<file path="src/rtl/lcd_ctrl_pkg.sv">
// Shared definitions for the LCD image controller and its host-side command issuer.
package lcd_ctrl_pkg;
  localparam int CMD_W = 4;

  typedef enum logic [CMD_W-1:0] {
    CMD_WRITE       = 4'd0,
    CMD_SHIFT_UP    = 4'd1,
    CMD_SHIFT_DOWN  = 4'd2,
    CMD_SHIFT_LEFT  = 4'd3,
    CMD_SHIFT_RIGHT = 4'd4,
    CMD_MAX_OP      = 4'd5,
    CMD_MIN_OP      = 4'd6,
    CMD_AVERAGE     = 4'd7,
    CMD_ROT_CCW     = 4'd8,
    CMD_ROT_CW      = 4'd9,
    CMD_MIRROR_X    = 4'd10,
    CMD_MIRROR_Y    = 4'd11
  } lcd_cmd_e;

  localparam logic [CMD_W-1:0] CMD_MAX = 4'd11;

  typedef enum logic [2:0] {
    ST_BOOT, ST_READY, ST_ACK, ST_WAIT, ST_WDONE, ST_DONE, ST_ERR
  } host_state_e;

  function automatic logic cmd_legal(input logic [CMD_W-1:0] c);
    return c <= CMD_MAX;
  endfunction
endpackage

</file>
<file path="src/rtl/cmd_fifo.sv">
// Synchronous command FIFO with an extra pointer wrap bit for full/empty detection.
module cmd_fifo
  import lcd_ctrl_pkg::*;
#(
  parameter int DEPTH = 4,
  parameter int W     = CMD_W
) (
  input  logic         clk,
  input  logic         reset,
  input  logic         push,
  input  logic [W-1:0] wdata,
  input  logic         pop,
  output logic [W-1:0] rdata,
  output logic         full,
  output logic         empty
);
  localparam int AW = $clog2(DEPTH);

  logic [W-1:0] mem [DEPTH];
  logic [AW:0]  wp, rp;
  logic         do_push, do_pop;

  assign empty   = (wp == rp);
  assign full    = (wp[AW] != rp[AW]) && (wp[AW-1:0] == rp[AW-1:0]);
  assign do_push = push && !full;
  assign do_pop  = pop && !empty;
  assign rdata   = mem[rp[AW-1:0]];

  always_ff @(posedge clk or posedge reset)
    if (reset) begin
      wp <= '0;
      rp <= '0;
    end else begin
      if (do_push) wp <= wp + (AW+1)'(1);
      if (do_pop)  rp <= rp + (AW+1)'(1);
    end

  // storage needs no reset: the pointers define what is valid
  always_ff @(posedge clk)
    if (do_push) mem[wp[AW-1:0]] <= wdata;
endmodule

</file>
<file path="src/rtl/lcd_cmd_host.sv">
// Host-side command issuer: buffers upstream commands and issues them one at a time
// on cmd/cmd_valid, pacing on the controller's busy/done handshake.
module lcd_cmd_host
  import lcd_ctrl_pkg::*;
#(
  parameter int FIFO_DEPTH = 4,
  parameter int TIMEOUT    = 255
) (
  input  logic             clk,
  input  logic             reset,
  input  logic [CMD_W-1:0] in_cmd,
  input  logic             in_valid,
  output logic             in_ready,
  input  logic             lcd_busy,
  input  logic             lcd_done,
  output logic [CMD_W-1:0] cmd,
  output logic             cmd_valid,
  output logic             host_done,
  output logic             err_timeout,
  output logic             err_illegal,
  output logic [7:0]       issued_cnt
);
  localparam int TW = $clog2(TIMEOUT + 1);

  host_state_e      state, state_nxt;
  logic [CMD_W-1:0] head;
  logic [TW-1:0]    tcnt;
  logic             full, empty, accept, push, pop;
  logic             sealed, last_write, waiting;

  assign in_ready = !full && !sealed;
  assign accept   = in_valid && in_ready;
  assign push     = accept && cmd_legal(in_cmd);
  assign pop      = (state == ST_READY) && !empty && !lcd_busy;
  assign waiting  = state inside {ST_BOOT, ST_ACK, ST_WAIT, ST_WDONE};

  cmd_fifo #(.DEPTH(FIFO_DEPTH), .W(CMD_W)) u_fifo (
    .clk   (clk),
    .reset (reset),
    .push  (push),
    .wdata (in_cmd),
    .pop   (pop),
    .rdata (head),
    .full  (full),
    .empty (empty)
  );

  always_comb begin
    state_nxt = state;
    case (state)
      ST_BOOT:  if (!lcd_busy) state_nxt = ST_READY;
      ST_READY: if (pop)       state_nxt = ST_ACK;
      ST_ACK:   if (lcd_busy)  state_nxt = ST_WAIT;
      ST_WAIT:  if (!lcd_busy) state_nxt = last_write ? ST_WDONE : ST_READY;
      ST_WDONE: if (lcd_done)  state_nxt = ST_DONE;
      default:  state_nxt = state;
    endcase
    // ERR once a wait state has been held for TIMEOUT cycles without its exit condition
    if (waiting && (state_nxt == state) && (tcnt == TW'(TIMEOUT - 1)))
      state_nxt = ST_ERR;
  end

  always_ff @(posedge clk or posedge reset)
    if (reset) begin
      state       <= ST_BOOT;
      tcnt        <= '0;
      cmd         <= '0;
      cmd_valid   <= 1'b0;
      last_write  <= 1'b0;
      sealed      <= 1'b0;
      host_done   <= 1'b0;
      err_timeout <= 1'b0;
      err_illegal <= 1'b0;
      issued_cnt  <= '0;
    end else begin
      state     <= state_nxt;
      tcnt      <= ((state_nxt != state) || !waiting) ? '0 : tcnt + TW'(1);
      cmd_valid <= pop;
      if (pop) begin
        cmd        <= head;
        last_write <= (head == CMD_WRITE);
        issued_cnt <= issued_cnt + 8'd1;
      end
      if (accept && (in_cmd == CMD_WRITE)) sealed      <= 1'b1;
      if (accept && !cmd_legal(in_cmd))    err_illegal <= 1'b1;
      if ((state == ST_WDONE) && (state_nxt == ST_DONE)) host_done <= 1'b1;
      if ((state != ST_ERR) && (state_nxt == ST_ERR))    err_timeout <= 1'b1;
    end
endmodule
</file>
<file path="config.mk">
export PLATFORM = sky130hd
export DESIGN_NAME = lcd_cmd_host
export DESIGN_NICKNAME = d
export VERILOG_FILES = /design/src/rtl/lcd_ctrl_pkg.sv /design/src/rtl/cmd_fifo.sv /design/src/rtl/lcd_cmd_host.sv
export SDC_FILE = /design/constraint.sdc
export NUM_CORES = 1
export LEC_CHECK = 0
export ABC_CLOCK_PERIOD_IN_PS = 3000
export CAP_MARGIN = 5
export CORE_MARGIN = 2
export CORE_UTILIZATION = 40
export CTS_BUF_LIST = sky130_fd_sc_hd__clkbuf_4
export DETAILED_ROUTE_END_ITERATION = 8
export DONT_BUFFER_PORTS = 1
export SLEW_MARGIN = 20
export SYNTH_ARGS = -nofsm -noshare
export SYNTH_HDL_FRONTEND = slang
export SYNTH_HIERARCHICAL = 1
export SYNTH_SLANG_ARGS = --single-unit
</file>
<file path="constraint.sdc">
create_clock -name clk -period 3 [get_ports clk]
set_input_delay 0.15 -clock clk [delete_from_list [all_inputs] [get_ports clk]]
set_output_delay 0.15 -clock clk [all_outputs]
set_load 0.005 [all_outputs]
</file>
==> results of run 1 <==
metal layers:
metal	share of wire, %	routed length [um]
met3	3.6	155
met1	49	2090
met5	0	0
met4	1.2	53
met2	46	1990
area by class of cell:
cell class | instances | area (um^2)
clock buffers | 5 | 37.5
inverters | 10 | 37.5
repair buffers | 12 | 110
clock inverters | 3 | 28.8
flip-flops and latches | 51 | 1360
fillers | 558 | 3240
well taps | 75 | 93.8
multi-input cells | 126 | 1020
layout by cell type (no fill, tap or decap), types with 3 or more instances in the layout:
cell,synthesis,routed
edfxtp_1,16,16
buf_4,1,4
nand2b_1,4,4
inv_1,10,10
o31ai_1,5,5
xor2_1,7,7
nor2b_1,3,3
ha_1,8,8
a21oi_1,8,8
clkbuf_4,0,5
mux4_2,4,4
nand2_1,9,9
mux2_2,6,6
xnor2_1,10,10
dlygate4sd3_1,0,8
dfrtp_1,35,35
and3_1,5,5
and2_1,3,3
o21ai_0,4,4
nor2_1,10,10
nand4_1,5,5
kinds of logic after synthesis:
group | count (synthesis) | synth area share, %
multiplexers | 10 | 6.41
XOR/XNOR | 20 | 8.04
flip-flops | 51 | 55.2
AO/OA/AOI/OAI | 31 | 9.06
AND/OR/NAND/NOR | 57 | 13.9
adder cells (fa/ha/maj) | 8 | 4.07
buffers and inverters | 15 | 3.36
sequential cells by signal, indices dropped and copies added, names as in the netlist, 3 cells and up:
register	cells
issued_cnt	8
u_fifo/rp	3
tcnt	8
cmd	4
u_fifo/wp	3
state	3
u_fifo/mem	16
power by group:
| part | internal (mW) | switching (mW) |
|---|---|---|
| Combinational | 0.0107 | 0.0167 |
| Sequential | 0.717 | 0.0000000000000000772 |
| Clock | 0.101 | 0.233 |
critical path, stage by stage (launching register included):
cell and delay [ns]:
dfrtp_1 0.62, xnor2_1 0.23, nand3_2 0.14, inv_1 0.08
nor4b_1 0.30, buf_4 0.19, nand2_1 0.06, a31oi_2 0.30
worst paths after layout:
path                       cells after the start  slack (ns)               end
setup / recovery                               7        0.76  u_fifo/mem[3][1]
hold / removal                                 2        0.03          state[1]
setup reg to reg                               7        0.76  u_fifo/mem[3][1]
hold reg to reg                                1        0.49           tcnt[0]
max in group asynchronous                      3        2.43         cmd_valid
min in group asynchronous                      2        0.14      u_fifo/wp[2]
what timing repair did:
action,in CTS,in global routing
hold endpoints to repair,55,0
hold buffers,8,0
setup buffers,0,0
through the flow:
stage               utilization, %  setup slack (ns)  instances  hold WS (ns)
detailed placement            42.9             0.780        266       -0.0160
finish                        45.3             0.758        282        0.0348
global route                  45.3             0.614        282       0.00622
floorplan                        -             0.759        192       -0.0590
global placement              42.9             0.803        266       -0.0189
CTS                           45.3             0.763        282        0.0193
==> run metrics, run 1 <==
CP max FO 10; Core Area 5920 um^2; design area about 2700 um^2; Critical Path RT between 3 and 4 ns; I/O pins 26; initial antenna violation count 0; htree depth 2; Worst IR Drop VDD 0.188 mV; CTS max path bufs 2; LEAKAGE 1.16 nW; grt peak-use layer met2; start point of the critical path u_fifo/rp[1]; I/O Buffers 0; critical setup path kind register to register; vias ~1.5k; Synth top area share approximately 36%; clk sinks slightly above 50; Highest Clock Rate roughly 0.45 GHz; Remaining Overflow, GRT 0; vias in the first global route between 1.5k and 2k; TritonCTS clock tree built; largest cells by area after synthesis dfrtp_1, edfxtp_1, ha_1, mux4_2, xnor2_1; final hold viol count 0; Fin Setup TNS 0 ns; worst flop-to-flop path startpoint u_fifo/rp[1]; row count 28; RSZ-0062 raised after global routing no; Synth Register Bits slightly above 50; Yosys Warn Count 6; chip width 82.4 um; cell taking the most area after synthesis dfrtp_1; synth cell count leaders dfrtp_1, edfxtp_1, inv_1, nor2_1, xnor2_1; final wirelength 4290 um; Final min period roughly 2.2 ns; max-slew violation count 0; DRT antenna net count 0; PwrDens 402 nW/um^2; EDFF count, synth 16; startpoint class of the critical path register; Overall Power ~1.1 mW; CP Data Arrival Time between 2 and 2.5 ns; layout cells sized above 1 17.4%; max_slew headroom 67.2%; DP Area 2540 um^2; crit end category register; max_cap viols 0; Skew-Pair Late Insertion Delay between 0.3 and 0.4 ns; Clock transition at path regs roughly 0.16 ns; GR Util met2 23.7%; synthesized area per cell roughly 13 um^2; drt wl/cell around 15 um; diode count 0; nets@finish approximately 220; most frequent cell after synthesis dfrtp_1; skew final 0.00613 ns; Final period util approximately 75%; Starting Density between 40 and 50%; Slew @ Worst Pin 0.489 ns; full die area a little under 7000 um^2; Final setup viols 0; DIE HEIGHT 82.4 um; syn nets 209; drt initial violations 83; Layout area overhead 9.16%; Netlist cell types 50; Final Wtd Congestion 0.766; CTS root buf clkbuf_4; HPWL after detailed placement between 3000 and 4000 um; hold path startpoint lcd_busy; first-pass GRT wire length around 7500 um; met3 GRT Util 3.80%; Post-Syn Area around 2500 um^2; via density per instance around 5.2; Syn Inst Count roughly 190; largest net degree at the start of global routing 30; first drt pass iteration count 4; Num CTS Buffers 5; post_cts resized 0; Post-synth top flop dfrtp_1; worst hold path type input pin to register; met1 Use GR slightly below 20%; status complete, no violations; GR Util All Layers 14.6%; ys async rst share a little under 70%; DRC 0; Seq/Total Area, Yosys a little under three fifths
Power figures use the tool's default switching activity.
==> inputs of run 2 (changes only) <==
--- a/config.mk
+++ b/config.mk
@@ -5,7 +5,8 @@
 export SDC_FILE = /design/constraint.sdc
 export NUM_CORES = 1
 export LEC_CHECK = 0
-export ABC_CLOCK_PERIOD_IN_PS = 3000
+export ABC_AREA = 1
+export ABC_CLOCK_PERIOD_IN_PS = 1800
 export CAP_MARGIN = 5
 export CORE_MARGIN = 2
 export CORE_UTILIZATION = 40
==> constraint.sdc (replaced) <==
create_clock -name clk -period 1.8 [get_ports clk]
set_input_delay 0.09 -clock clk [delete_from_list [all_inputs] [get_ports clk]]
set_output_delay 0.09 -clock clk [all_outputs]
set_load 0.005 [all_outputs]
==> run metrics, run 2 <==
largest family of logic cells by synthesized area simple AND/OR/NAND/NOR gates; TritonCTS clock tree built; drt wl/cell 12.6 um (-17%); critical setup path kind register to register; CP Data Arrival Time 2.07 ns (-0.24 ns); Post-Synth Adder-Cell Area 3.98% (-0.091 points); crit-path max cell delay 0.44 ns (-0.18 ns); DIE HEIGHT 83.3 um (+1.1%); max reg flops 16 (unchanged); Top delay family on crit path buffers and inverters; crit path setup slack, layout -0.0183 ns (-0.776 ns); synthesized area per cell 9.64 um^2 (-25%); htree depth 2 (unchanged); Worst IR Drop VDD 0.511 mV (+170%); chip width 83.3 um (+1.1%); fin util 53.6% (+8.2 points); Seq/Total Area, Yosys 53.9% (-1.2 points); Overall Power 2.67 mW (+150%); most common cell after layout, fill and taps aside nand2_1; Fin Setup TNS -0.0854 ns (-0.0854 ns); status finished, violations left; DRT antenna net count 0 (unchanged); CTS max path bufs 2 (unchanged); final hold viol count 0 (unchanged); Final setup viols 9 (+9); Core Area 5990 um^2 (+1.2%); worst hold path type input pin to register; initial antenna violation count 0 (unchanged); Synth top area share 34.8% (-0.80 points); CP max FO 3 (-7); first drt pass iteration count 4 (unchanged); simple logic cell fraction of the synthesized area 24.8% (+11 points); row count 28 (unchanged); EDFF count, synth 16 (unchanged); Final Wtd Congestion 0.801 (+4.6%); Slew @ Worst Pin 0.394 ns (-0.0950 ns); via density per instance 4.73 (-9.6%); I/O pins 26 (unchanged); Compound-Gate Fraction of Synth Area 6.57% (-2.5 points); final wirelength 5000 um (+17%); Synth Register Bits 51 (unchanged); clk sinks 51 (unchanged); startpoint class of the critical path register; Remaining Overflow, GRT 0 (unchanged); Worst Path Buf+Inv 5 (+3); max_slew headroom 73.8% (+6.6 points); DP Cell Count 365 (+37%); Final period util 101% (+26 points); most frequent cell after synthesis nand2_1; Final min period 1.82 ns (-0.424 ns); Highest Clock Rate 0.550 GHz (+23%); ys async rst share 68.6% (unchanged); DRC 0 (unchanged); RSZ-0062 raised after global routing yes; I/O Buffers 0 (unchanged); drt initial violations 91 (+9.6%); Syn Inst Count 261 (+36%); syn nets 278 (+33%); vias 1881 (+28%); non-filler instance count after layout 398 (+41%); Post-Syn Area 2510 um^2 (+2.3%); Num CTS Buffers 5 (unchanged); max_cap viols 0 (unchanged); Layout area overhead 27.6%; Post-Synth XOR/XNOR Area 5.17% (-2.9 points); Slowest cell on crit path dfrtp_1; max-slew violation count 0 (unchanged); nets@finish 339 (+52%); vias in the first global route 1862 (+20%); GR Util All Layers 15.1% (+0.51 points); PwrDens 832 nW/um^2 (+110%); largest cells by area after synthesis dfrtp_1, edfxtp_1, nand2_1, nor2_1, ha_1; HPWL after detailed placement 3480 um (+15%); Netlist cell types 34 (-32%); most frequent cells in the layout nand2_1, buf_4, dfrtp_1; largest net degree at the start of global routing 30 (unchanged); Critical Path RT 2.05 ns (-1.01 ns); failing checks negative setup slack; layout cells sized above 1 36.5% (+19 points); Clock transition at path regs 0.14 ns (-0.02 ns); Starting Density 42.0% (+0.45 points); skew final 0.0159 ns (+0.00981 ns); Post-synth top flop dfrtp_1; crit end category register; cell taking the most area after synthesis dfrtp_1; synth cell count leaders nand2_1, dfrtp_1, nor2_1, inv_1; CTS root buf clkbuf_4; multiplexer area fraction after synthesis 0% (-6.4 points); first-pass GRT wire length 8540 um (+15%); full die area 6940 um^2 (+2.2%); LEAKAGE 1.51 nW (+30%); diode count 0 (unchanged); CP Cell Sequence xnor2_2 > nand3_2 > inv_2 > nor2_4 > a21oi_2 > inv_1 > nand2_1 > nand3_2 > nand2_2 > nand2_2 > buf_4 > buf_6 > buf_4; Yosys Warn Count 6 (unchanged); Skew-Pair Late Insertion Delay 0.36 ns (about the same)
run 2: changes by cell type after synthesis, moves of 6 or more:
cell	previous run	this run
nand3_1	2	16
inv_2	0	6
nor2_2	0	9
nor2_1	10	27
inv_1	10	25
nand2_1	9	55
nand2_2	0	7
mux2_2	6	0
o21ai_0	4	10
run 2: cell families after synthesis:
group / after synthesis
flops: 51
buf+inv: 34
compound gates: 26
xor+xnor: 14
simple gates: 128
fa+ha+maj: 8
run 2: worst register-to-register path, stage by stage, from the launching register on:
cell,delay (ns)
dfrtp_1,0.44
xnor2_2,0.19
nand3_2,0.11
inv_2,0.09
nor2_4,0.04
a21oi_2,0.12
inv_1,0.05
nand2_1,0.07
nand3_2,0.07
nand2_2,0.11
nand2_2,0.07
buf_4,0.14
buf_6,0.10
buf_4,0.11
run 2: repair_timing:
action                                 in CTS  in global routing
endpoints found under the hold margin      54                  5
buffers inserted                           14                  5
pin swaps                                  13                 11
setup endpoints to repair                  28                 44
hold buffers                                6                  1
resized for setup                          15                 27
run 2: cell type report:
class | instances | area (um^2)
fill | 523 | 2780
sequential | 51 | 1360
multi-input combinational | 176 | 1110
timing repair buffer | 57 | 472
inverter | 31 | 116
tap | 75 | 93.8
clock buffer | 6 | 45.0
clock inverter | 2 | 8.76
run 2: power breakdown:
part	internal, mW	switching (mW)
registers	1.28	0.0545
logic	0.428	0.408
clock network	0.163	0.337
total	1.87	0.800
run 2: through the flow:
stage	area (um^2)	setup WS, ns	hold slack, ns
3_5_place_dp	2830	-0.0578	-0.0728
3_3_place_gp	2830	-0.0348	-0.0807
4_1_cts	3070	-0.0304	-0.203
5_1_grt	3210	-0.162	0.0681
2_1_floorplan	2520	0.0147	-0.119
6_report	3210	-0.0183	0.0948
run 2: path summary, 6_finish.rpt:
check                              from                to  slack, ns  depth (start not counted)
min                           in_cmd[3]  u_fifo/mem[2][3]       0.09                          3
max reg2reg                u_fifo/rp[0]          state[1]      -0.02                         13
min in group asynchronous         reset      u_fifo/rp[0]       0.11                          2
min reg2reg                     tcnt[0]           tcnt[0]       0.50                          1
max                        u_fifo/rp[0]          state[1]      -0.02                         13
max in group asynchronous         reset          state[1]       1.22                          3
run 2: metal layers:
metal / GRT usage, % / part of all wire, % / wire length, um / up-vias
met4: 4.02 / 1.1 / 53 / 0
met5: 0 / 0 / 0 / -
met1: 20.9 / 49 / 2440 / 873
met3: 4.37 / 4.6 / 232 / 5
li1: - / - / - / 968
met2: 23.3 / 45 / 2270 / 35
==> inputs of run 3 (changes only) <==
--- a/config.mk
+++ b/config.mk
@@ -13,6 +13,7 @@
 export CTS_BUF_LIST = sky130_fd_sc_hd__clkbuf_4
 export DETAILED_ROUTE_END_ITERATION = 8
 export DONT_BUFFER_PORTS = 1
+export PLACE_DENSITY = 0.61
 export SLEW_MARGIN = 20
 export SYNTH_ARGS = -nofsm -noshare
 export SYNTH_HDL_FRONTEND = slang
==> run metrics, run 3 (same netlist as run 2, synthesis figures left out) <==
crit path setup slack, layout -0.0250 ns (-0.00664 ns); first-pass GRT wire length 8490 um (-0.57%); largest net degree at the start of global routing 30 (unchanged); Reg2Reg Depth 10 (-3); layout cells sized above 1 36.2% (-0.37 points); CP Data Arrival Time 1.90 ns (-0.17 ns); Layout area overhead 27.5% (about the same); CP max FO 4 (+1); R2R setup slack -0.02 ns (about the same); Final period util 101% (+0.37 points); worst hold path type input pin to register; most frequent cells in the layout nand2_1, buf_4, dfrtp_1; drt initial violations 52 (-43%); Critical Path RT 1.88 ns (-0.17 ns); Hold Path Stages 4 (+1); Num CTS Buffers 5 (unchanged); Starting Density 42.0% (unchanged); max_cap viols 0 (unchanged); I/O pins 26 (unchanged); CTS max path bufs 2 (unchanged); DIE HEIGHT 83.3 um (unchanged); Remaining Overflow, GRT 0 (unchanged); Power Internal 1.96 mW (+4.9%); via density per instance 4.79 (+1.4%); TritonCTS clock tree built; crit end category register; vias 1883 (+0.11%); htree depth 2 (unchanged); hold path startpoint in_cmd[3]; DP Cell Count 367 (+0.55%); RSZ-0062 raised after global routing yes; status finished, violations left; Fin Setup TNS -0.0892 ns (-0.00377 ns); Clock transition at path regs 0.13 ns (about the same); initial antenna violation count 0 (unchanged); DRC 0 (unchanged); first drt pass iteration count 5 (+1); nets@finish 334 (-1.5%); HPWL after detailed placement 3510 um (+0.96%); full die area 6940 um^2 (unchanged); chip width 83.3 um (unchanged); sequential share of power 48.6% (-1.3 points); share of total power in the clock network 22.7% (+4.0 points); clk sinks 51 (unchanged); vias in the first global route 1881 (+1.0%); skew final 0.0176 ns (+0.00171 ns); Worst R2R End u_fifo/mem[2][0]; most common cell after layout, fill and taps aside nand2_1; Comb pwr share 28.8% (-2.5 points); Highest Clock Rate 0.548 GHz (-0.36%); non-filler instance count after layout 393 (-1.3%); Sw Ratio 28.3% (-1.6 points); Final Wtd Congestion 0.852 (+6.3%); worst flop-to-flop path startpoint u_fifo/rp[0]; failing checks negative setup slack; critical setup path kind register to register; Final min period 1.82 ns (+0.00664 ns); Worst IR Drop VDD 0.520 mV (+1.9%); Switch Pwr 775 uW (-3.1%); DRT antenna net count 0 (unchanged); PwrDens 853 nW/um^2 (+2.6%); max reg flops 16 (unchanged); Slew @ Worst Pin 0.379 ns (-0.0143 ns); CTS root buf clkbuf_4; Core Area 5990 um^2 (unchanged); max-slew violation count 0 (unchanged); Final setup viols 4 (-5); final wirelength 4730 um (-5.3%); drt wl/cell 12.0 um (-4.1%); max_slew headroom 74.7% (+0.96 points); row count 28 (unchanged); Overall Power 2.74 mW (+2.5%); final hold viol count 0 (unchanged); I/O Buffers 0 (unchanged); startpoint class of the critical path register; hold path endpoint u_fifo/wp[1]; fill cell count 531 (+1.5%); Hold WS 0.0657 ns (-0.0291 ns); GR Util All Layers 14.7% (-0.42 points); diode count 0 (unchanged); Skew-Pair Late Insertion Delay 0.35 ns (about the same); LEAKAGE 1.49 nW (-1.2%)
[run 3: worst max-delay path, stage by stage (launching register included)]
cell and delay, ns:
dfrtp_1 0.44, xnor2_2 0.16, buf_4 0.14, nand3_4 0.08
inv_2 0.05, nor2_4 0.08, nand2_2 0.08, a21oi_4 0.18
nand2_4 0.11, nor2_1 0.10, buf_4 0.14
[run 3: metrics by stage]
step | instance area [um^2] | setup slack, ns | util [%]
floorplan | 2520 | 0.0147 | -
global placement | 2850 | -0.100 | 47.5
detailed placement | 2850 | -0.0910 | 47.5
CTS | 3080 | -0.0214 | 51.3
global route | 3210 | -0.149 | 53.5
finish | 3210 | -0.0250 | 53.5
[run 3: area by class of cell]
type                       instances  area (um^2)  share of cell area, %
multi-input combinational        176         1130                   35.2
inverter                          31          119                   3.71
sequential                        51         1360                   42.3
timing repair buffer              52          430                   13.4
clock buffer                       5         37.5                   1.17
clock inverter                     3         38.8                   1.21
tap                               75         93.8                   2.93
[run 3: layer usage]
metal  global-route usage, %  vias to the layer above  wire [um]
met3                    4.77                        2        257
met5                       0                        -          0
met4                    3.58                        0         24
li1                        -                      964          -
met1                    19.3                      880       2270
met2                    23.6                       37       2180
[run 3: power groups by stage]
stage / Sequential, mW / Clock, mW / Combinational [mW]
after floorplan: 1.35 / 0 / 0.320
after global placement: 1.35 / 0 / 0.593
after detailed placement: 1.35 / 0 / 0.604
after CTS: 1.33 / 0.653 / 0.716
after global routing: 1.34 / 0.686 / 0.876
final: 1.33 / 0.620 / 0.787
[run 3: timing repair]
action,4_1_cts,5_1_grt
pin swaps,10,11
resized for setup,14,29
setup endpoints to repair,28,42
hold buffers,7,0
hold endpoints to repair,54,0
buffers inserted,7,5
gates cloned,0,0
[run 3: how the worst max path moves through the flow]
| stage | slack (ns) | endpoint | depth (start not counted) | startpoint |
|---|---|---|---|---|
| 6_report | -0.02 | u_fifo/mem[2][0] | 10 | u_fifo/rp[0] |
| 5_1_grt | -0.15 | tcnt[1] | 13 | u_fifo/wp[0] |
| 4_1_cts | -0.02 | tcnt[1] | 13 | u_fifo/wp[0] |
| 3_5_place_dp | -0.09 | u_fifo/mem[3][0] | 13 | u_fifo/wp[2] |
| 3_3_place_gp | -0.10 | u_fifo/mem[3][0] | 13 | u_fifo/rp[1] |
| 2_1_floorplan | 0.01 | u_fifo/mem[0][0] | 10 | u_fifo/rp[1] |
